$ cat config.mk
export PLATFORM = sky130hd
export DESIGN_NAME = seq_divider
export DESIGN_NICKNAME = d
export VERILOG_FILES = /design/src/rtl/seq_divider.sv
export SDC_FILE = /design/constraint.sdc
export NUM_CORES = 1
export LEC_CHECK = 0
export CAP_MARGIN = 20
export CORE_ASPECT_RATIO = 1.1
export CORE_UTILIZATION = 55
export CTS_CLUSTER_DIAMETER = 120
export DETAILED_ROUTE_END_ITERATION = 16
export PLACE_DENSITY = 0.81
export SYNTH_ARGS = -nofsm -noshare
export SYNTH_HDL_FRONTEND = slang
export SYNTH_SLANG_ARGS = --single-unit
$ cat constraint.sdc
create_clock -name clk -period 5.47 [get_ports clk]
set_input_delay 1.094 -clock clk [delete_from_list [all_inputs] [get_ports clk]]
set_output_delay 1.094 -clock clk [all_outputs]
set_load 0.03 [all_outputs]
$ cat src/rtl/seq_divider.sv
// seq_divider: iterative restoring divider, one quotient bit per cycle.
// A start in IDLE captures the operands. CALC runs WIDTH shift/subtract
// iterations, FIX registers the results, and DONE pulses done for one cycle.
// A zero divisor bypasses CALC and reports div_by_zero.
// Optional build macro DIV_SIGNED_EN: two's-complement operands with
// truncating division (quotient toward zero, remainder takes dividend sign).
module seq_divider #(
    parameter int WIDTH = 8
) (
    input  logic             clk,
    input  logic             rst_n,
    input  logic             start,
    input  logic [WIDTH-1:0] dividend,
    input  logic [WIDTH-1:0] divisor,
    output logic             busy,
    output logic             done,
    output logic [WIDTH-1:0] quotient,
    output logic [WIDTH-1:0] remainder,
    output logic             div_by_zero
);

    localparam int             CNT_W = $clog2(WIDTH);
    localparam logic [CNT_W-1:0] LAST_ITER = CNT_W'(WIDTH - 1);

    typedef enum logic [1:0] {
        IDLE = 2'd0,
        CALC = 2'd1,
        FIX  = 2'd2,
        DONE = 2'd3
    } state_t;

    state_t           state;
    state_t           state_next;
    logic [CNT_W-1:0] count;
    logic [WIDTH:0]   part_rem;   // partial remainder, WIDTH+1 bits
    logic [WIDTH-1:0] dvd_reg;    // dividend magnitude, becomes the quotient
    logic [WIDTH-1:0] dvs_reg;    // divisor magnitude
    logic [WIDTH+1:0] shifted;    // {part_rem, next dividend bit}
    logic [WIDTH+1:0] trial;      // shifted minus divisor; MSB set means negative

`ifdef DIV_SIGNED_EN
    logic neg_quot;
    logic neg_rem;

    function automatic logic [WIDTH-1:0] negate(input logic [WIDTH-1:0] v);
        return ~v + WIDTH'(1);
    endfunction

    // Magnitude of a two's-complement value; the most-negative value maps to
    // its own bit pattern, which is the correct unsigned magnitude.
    function automatic logic [WIDTH-1:0] magnitude(input logic [WIDTH-1:0] v);
        return v[WIDTH-1] ? negate(v) : v;
    endfunction
`endif

    assign shifted = {part_rem, dvd_reg[WIDTH-1]};
    assign trial   = shifted - {2'b00, dvs_reg};

    // State register.
    always_ff @(posedge clk or negedge rst_n) begin
        if (!rst_n) begin
            state <= IDLE;
        end else begin
            state <= state_next;
        end
    end

    // Next-state decode and handshake outputs.
    always_comb begin
        state_next = state;
        busy       = 1'b1;
        done       = 1'b0;
        case (state)
            IDLE: begin
                busy = 1'b0;
                if (start) begin
                    state_next = (divisor == '0) ? DONE : CALC;
                end
            end
            CALC: begin
                if (count == LAST_ITER) begin
                    state_next = FIX;
                end
            end
            FIX: begin
                state_next = DONE;
            end
            DONE: begin
                done       = 1'b1;
                state_next = IDLE;
            end
            default: begin
                state_next = IDLE;
            end
        endcase
    end

    // Operand capture, shift/subtract iteration and result registers.
    always_ff @(posedge clk or negedge rst_n) begin
        if (!rst_n) begin
            count       <= '0;
            part_rem    <= '0;
            dvd_reg     <= '0;
            dvs_reg     <= '0;
            quotient    <= '0;
            remainder   <= '0;
            div_by_zero <= 1'b0;
`ifdef DIV_SIGNED_EN
            neg_quot    <= 1'b0;
            neg_rem     <= 1'b0;
`endif
        end else begin
            case (state)
                IDLE: begin
                    if (start) begin
                        if (divisor == '0) begin
                            quotient    <= '1;
                            remainder   <= dividend;
                            div_by_zero <= 1'b1;
                        end else begin
                            part_rem <= '0;
                            count    <= '0;
`ifdef DIV_SIGNED_EN
                            dvd_reg  <= magnitude(dividend);
                            dvs_reg  <= magnitude(divisor);
                            neg_quot <= dividend[WIDTH-1] ^ divisor[WIDTH-1];
                            neg_rem  <= dividend[WIDTH-1];
`else
                            dvd_reg  <= dividend;
                            dvs_reg  <= divisor;
`endif
                        end
                    end
                end
                CALC: begin
                    // Keep the difference when it is non-negative, otherwise
                    // restore the shifted value; the sign decides the quotient bit.
                    part_rem <= trial[WIDTH+1] ? shifted[WIDTH:0] : trial[WIDTH:0];
                    dvd_reg  <= {dvd_reg[WIDTH-2:0], ~trial[WIDTH+1]};
                    count    <= count + CNT_W'(1);
                end
                FIX: begin
`ifdef DIV_SIGNED_EN
                    quotient  <= neg_quot ? negate(dvd_reg) : dvd_reg;
                    remainder <= neg_rem ? negate(part_rem[WIDTH-1:0])
                                         : part_rem[WIDTH-1:0];
`else
                    quotient  <= dvd_reg;
                    remainder <= part_rem[WIDTH-1:0];
`endif
                    div_by_zero <= 1'b0;
                end
                default: begin
                end
            endcase
        end
    end

endmodule

---- Word level (Yosys, flattened, before mapping) ----
Cells that the tools add are included.
word-level totals
  memories kept ........................... 0
  memory bits (read-only) ................. 0
  logic and storage cells ................. 53
  RAM bits ................................ 0
  bits in latches ......................... 0
  flip-flop bits (word level) ............. 47
operators by class
  shift operators ......................... 0
  equality and inequality tests ........... 8
  magnitude comparators ................... 0
  divide/modulo/power cells ............... 0
  multipliers ............................. 0
  multiplexer cells ....................... 25
  $add $sub $neg .......................... 2
  bitwise operators ....................... 2
  reduce and logical (&&, ||, !) cells .... 8
operator list
  cell                                                 count
  2-to-1 mux 8 bit                                     6
  one-hot mux 8 bit (2 select lines)                   3
  2-to-1 mux 9 bit                                     3
  one-hot mux 9 bit (2 select lines)                   1
  subtractor 10 x 8 -> 10 bit                          1
  AND reduction 3 bit                                  3
  logical NOT 8 bit                                    1
  inequality test 2 bit, second input constant         4
  one-hot mux 2 bit (4 select lines)                   1
  2-to-1 mux 2 bit                                     3
  2-to-1 mux 3 bit                                     2
  one-hot mux 3 bit (2 select lines)                   1
  equality test 2 bit, second input constant           2
  2-to-1 mux 1 bit                                     4
  nonzero test 2 bit                                   2
  adder 3 x 1 -> 3 bit, second input constant          1
  equality test 3 bit, second input constant           1
  equality test 2 x 1 -> 1 bit, second input constant  1
  logical NOT 2 bit                                    1
  NOT 1 bit                                            2
  one-hot mux 1 bit (2 select lines)                   1
  AND reduction 2 bit                                  1

---- Logic depth before layout (Yosys ltp) ----
  depth after elaboration ................. 4
  depth in mapped cells ................... 9
  depth with buffers taken out ............ 9

---- Worst setup path after synthesis ----
OpenSTA, ideal clock, no wires.
  path type ............................... input port to flip-flop
  from .................................... input port divisor[1]
  to ...................................... register part_rem[2]
  cell stages on the path ................. 7
  required time ........................... 5.344 ns
  arrival ................................. 2.315 ns
  library setup time ...................... 0.126 ns
  slack ................................... 3.029 ns
  path buffers ............................ 1
  path through ............................ nor4_1 -> nand2_1 -> a31o_2 -> clkbuf_1 -> nand2_1 -> a21oi_1 -> a221o_1
between the ends
  cells in the longest elaborated chain, start to end .. 3
ends and longest elaborated chain
  item                                    RTL line  RTL
  from (decl)                             14        input logic [WIDTH-1:0] divisor,
  logical NOT 8 bit                       116       if (divisor == '0) begin
  inequality test 2 bit (no source line)  -
  AND reduction 3 bit (no source line)    -
  to (signal assigned)                    138       part_rem <= trial[WIDTH+1] ? shifted[WIDTH:0] : trial[WIDTH:0];
  to (decl)                               35        logic [WIDTH:0] part_rem;
No other way between the ends.
A chain may end at the register's enable or synchronous reset.

---- Worst setup path in the final report ----
  from .................................... input port divisor[1]
  to ...................................... register part_rem[0]
The elaborated chain is that of the path after synthesis.

==> flow_summary_export.csv <==
group,metric,value,unit
status,status,"finished clean",
critical_path,crit_path_frequent_cell,"nor2_1",
routing,wl_per_cell,14.6,um
sta,hold_viol,0,
sta,clock.fmax,323,MHz
logic_synthesis,synth_area,2600,um2
critical_path,end_kind,"flip-flop",
job,maxCapViolCount,0,
hold_path,hp-class,"flip-flop to flip-flop",
hold_path,min_to,"count[2]$_DFFE_PN0P_",
sta,max_slew.worst_pin.slew,0.840,ns
clock_network,cts_buffers,5,
routing,first_pass_iters,4,
critical_path,slowest_delay,0.62,ns
logic_synthesis,yosys_warnings,0,
sta,timing.final.crit_share,0.566,
critical_path,critPathSlowestCell,"nor2_1",
hold_path,worstHoldStart,"count[2]$_DFFE_PN0P_",
clock_network,clkTransAtPathRegs,0.08,ns
routing,drcViolationCount,0,
clock_network,cts-root-buf,"clkbuf_8",
final_layout,largest_register,"part_rem",
sta,clock-skew-final,0.00697,ns
critical_path,worstSetupPathType,"primary input to flip-flop",
routing,viasPerCell,5.81,
sta,tns,0,ns
final_layout,fin_cells,370,
grt,grt_pass1_wl,9.15,mm
critical_path,path_cells,"clkdlybuf4s50_1, nor4_1, and2_1, nor2_1, nor2_1, buf_4, a221o_1",
floorplan,rows,25,
grt,grt_max_degree,48,
pwr,power_density,711,nW/um2
logic_synthesis,ys_types,42,
critical_path,r2r_cells,8,
placement,gp_congestion,0.858,
hold_path,whs_path_depth,2,
sta,slew_headroom,0.440,
logic_synthesis,synth_area_per_cell,9.24,um2
grt,grt_pass1_vias,1950,
logic_synthesis,yosysSeqAreaShare,0.451,
logic_synthesis,synth_seq_cells,47,
critical_path,cp_max_fo,30,
grt,antenna_found_initial,0,
routing,vias,2150,
final_layout,final_common_cell,"dfrtp_1",
critical_path,start_kind,"primary input",
final_layout,diodes,0,
final_layout,synthToLayoutAreaGrowth,19.2,%
floorplan,die_w,67.6,um
clock_network,cts_htree_levels,2,
routing,ant_nets,0,
placement,io_buffer_count,37,
critical_path,regToRegSetupSlack,3.00,ns
floorplan,start_util,0.591,
floorplan,fp.dieArea,5020,um2
sta,final_max_slew_viol_count,0,
pwr,leakagePower,1.32,nW
critical_path,cp_top_family,"simple AND/OR/NAND/NOR gates",
logic_synthesis,synth_top_area_cell,"dfrtp_1",
pwr,ir_drop,0.336,mV
sta,finalSetupViolations,0,
logic_synthesis,yosys-top-cells-area,"dfrtp_1 (45%), ha_1 (7.2%), mux2i_1 (6.1%)",
placement,hpwl,3.98,mm
final_layout,final_core_util,0.704,
floorplan,coreArea,4410,um2
clock_network,cts_setup_buffers,0,
critical_path,critPathBufInv,2,
placement,placedCellCount,360,
final_layout,most-common-layout-cells,"dfrtp_1 (47), nand2_1 (36), clkdlybuf4s50_1 (36)",
routing,drt_iter0_markers,123,
clock_network,hold_buffers,0,
critical_path,crit_required,5.66,ns
grt,grt.overflow.total,0,
logic_synthesis,synth_cells,282,
final_layout,drive_above_1_share,0.0570,
clock_network,cts_resized,0,
logic_synthesis,synth_top_area_share,0.451,
routing,wl,5.42,mm
critical_path,reg2reg_from,"part_rem[0]$_DFFE_PN0P_",
clock_network,clockBufferDepth,2,
critical_path,worstPathArrival,3.28,ns
sta,period_needed,3.10,ns
floorplan,die_y,74.2,um
clock_network,clkSinkCount,47,
floorplan,io_pins,38,
final_layout,final_nets,350,
critical_path,r2r-end,"part_rem[0]$_DFFE_PN0P_",
clock_network,cts_tree,"yes",
sta,rsz0062_at_grt,"no",
logic_synthesis,synth_fp_nets,317,
grt,grt_use_total,0.245,
final_layout,largest_reg_flops,9,
clock_network,clk_latency,0.30,ns
[kinds of logic (layout without fill, tap and decap cells)]
family,after synthesis,in the layout,share of synthesized area
xor gates and xnor gates,3,3,0.0101
buffers and inverters,35,69,0.0562
AOI/OAI and AO/OA,77,77,0.192
and+or+nand+nor,88,88,0.149
muxes,16,16,0.0615
adders and majority gates,16,16,0.0797
DFF,47,47,0.451
[layout make-up]
cell class                      instances  area (um2)
Inverter                               20        75.1
Clock inverter                          2        12.5
Tap cell                               54        67.6
Multi-Input combinational cell        200        1290
Clock buffer                            6        72.6
Sequential cell                        47        1180
Fill cell                             349        1310
Timing Repair Buffer                   41         413
[cells in the mapped netlist, drive strengths merged]
| cell type | count |
|---|---|
| a211o | 1 |
| a211oi | 6 |
| a21o | 1 |
| a21oi | 15 |
| a221o | 5 |
| a2bb2oi | 1 |
| a311oi | 1 |
| a31o | 1 |
| a31oi | 10 |
| and2 | 2 |
| and3 | 1 |
| buf | 8 |
| clkbuf | 7 |
| dfrtp | 47 |
| fa | 1 |
| ha | 15 |
| inv | 20 |
| mux2i | 16 |
| nand2 | 36 |
| nand3 | 5 |
| nand3b | 1 |
| nand4 | 3 |
| nor2 | 27 |
| nor2b | 4 |
| nor3 | 5 |
| nor4 | 2 |
| o2111ai | 1 |
| o211ai | 5 |
| o21a | 2 |
| o21ai | 24 |
| o22ai | 1 |
| o2bb2ai | 1 |
| o31a | 1 |
| o31ai | 1 |
| or3 | 2 |
| xnor2 | 1 |
| xor2 | 2 |
[worst max-delay path by stage]
stage / start / end / cells past startpoint
after floorplan: divisor[1] / part_rem[2]$_DFFE_PN0P_ / 7
after global placement: divisor[5] / quotient[7]$_DFFE_PN0P_ / 5
after detailed placement: divisor[5] / quotient[2]$_DFFE_PN0P_ / 5
after CTS: divisor[5] / quotient[2]$_DFFE_PN0P_ / 5
after global routing: divisor[1] / part_rem[0]$_DFFE_PN0P_ / 7
final: divisor[1] / part_rem[0]$_DFFE_PN0P_ / 7
[metal layers]
metal	part of all wire	global-route usage	up-vias
met4	0.019	0.0922	0
met2	0.47	0.399	57
met1	0.47	0.323	1022
met3	0.037	0.0445	10
met5	0	0	-
li1	-	-	1061
[worst reg2reg max path, stage by stage, from the launching register on]
cell      delay (ns)
dfrtp_1         0.43
ha_1            0.30
nor2b_1         0.16
o31ai_2         0.26
a211oi_1        0.13
o21ai_0         0.40
buf_2           0.29
a211oi_1        0.12
a221o_1         0.28
[stage by stage]
stage	hold WS [ns]	power [mW]	setup WS [ns]	instance area, um2
final	0.506	2.21	2.37	3110
after global routing	0.536	2.40	2.16	3110
after CTS	0.506	2.21	2.32	3070
after detailed placement	0.486	2.00	2.00	2990
after global placement	0.487	1.95	2.09	2980
after floorplan	0.450	1.65	3.03	2610
[where the power goes]
part           total (mW)  leakage (nW)  internal [mW]  switching [mW]
clock network       0.208        0.0412         0.0895           0.118
logic                1.36         0.733          0.570           0.792
registers           0.638         0.546          0.521           0.117
Note: power is estimated with default switching activity, not from simulation.
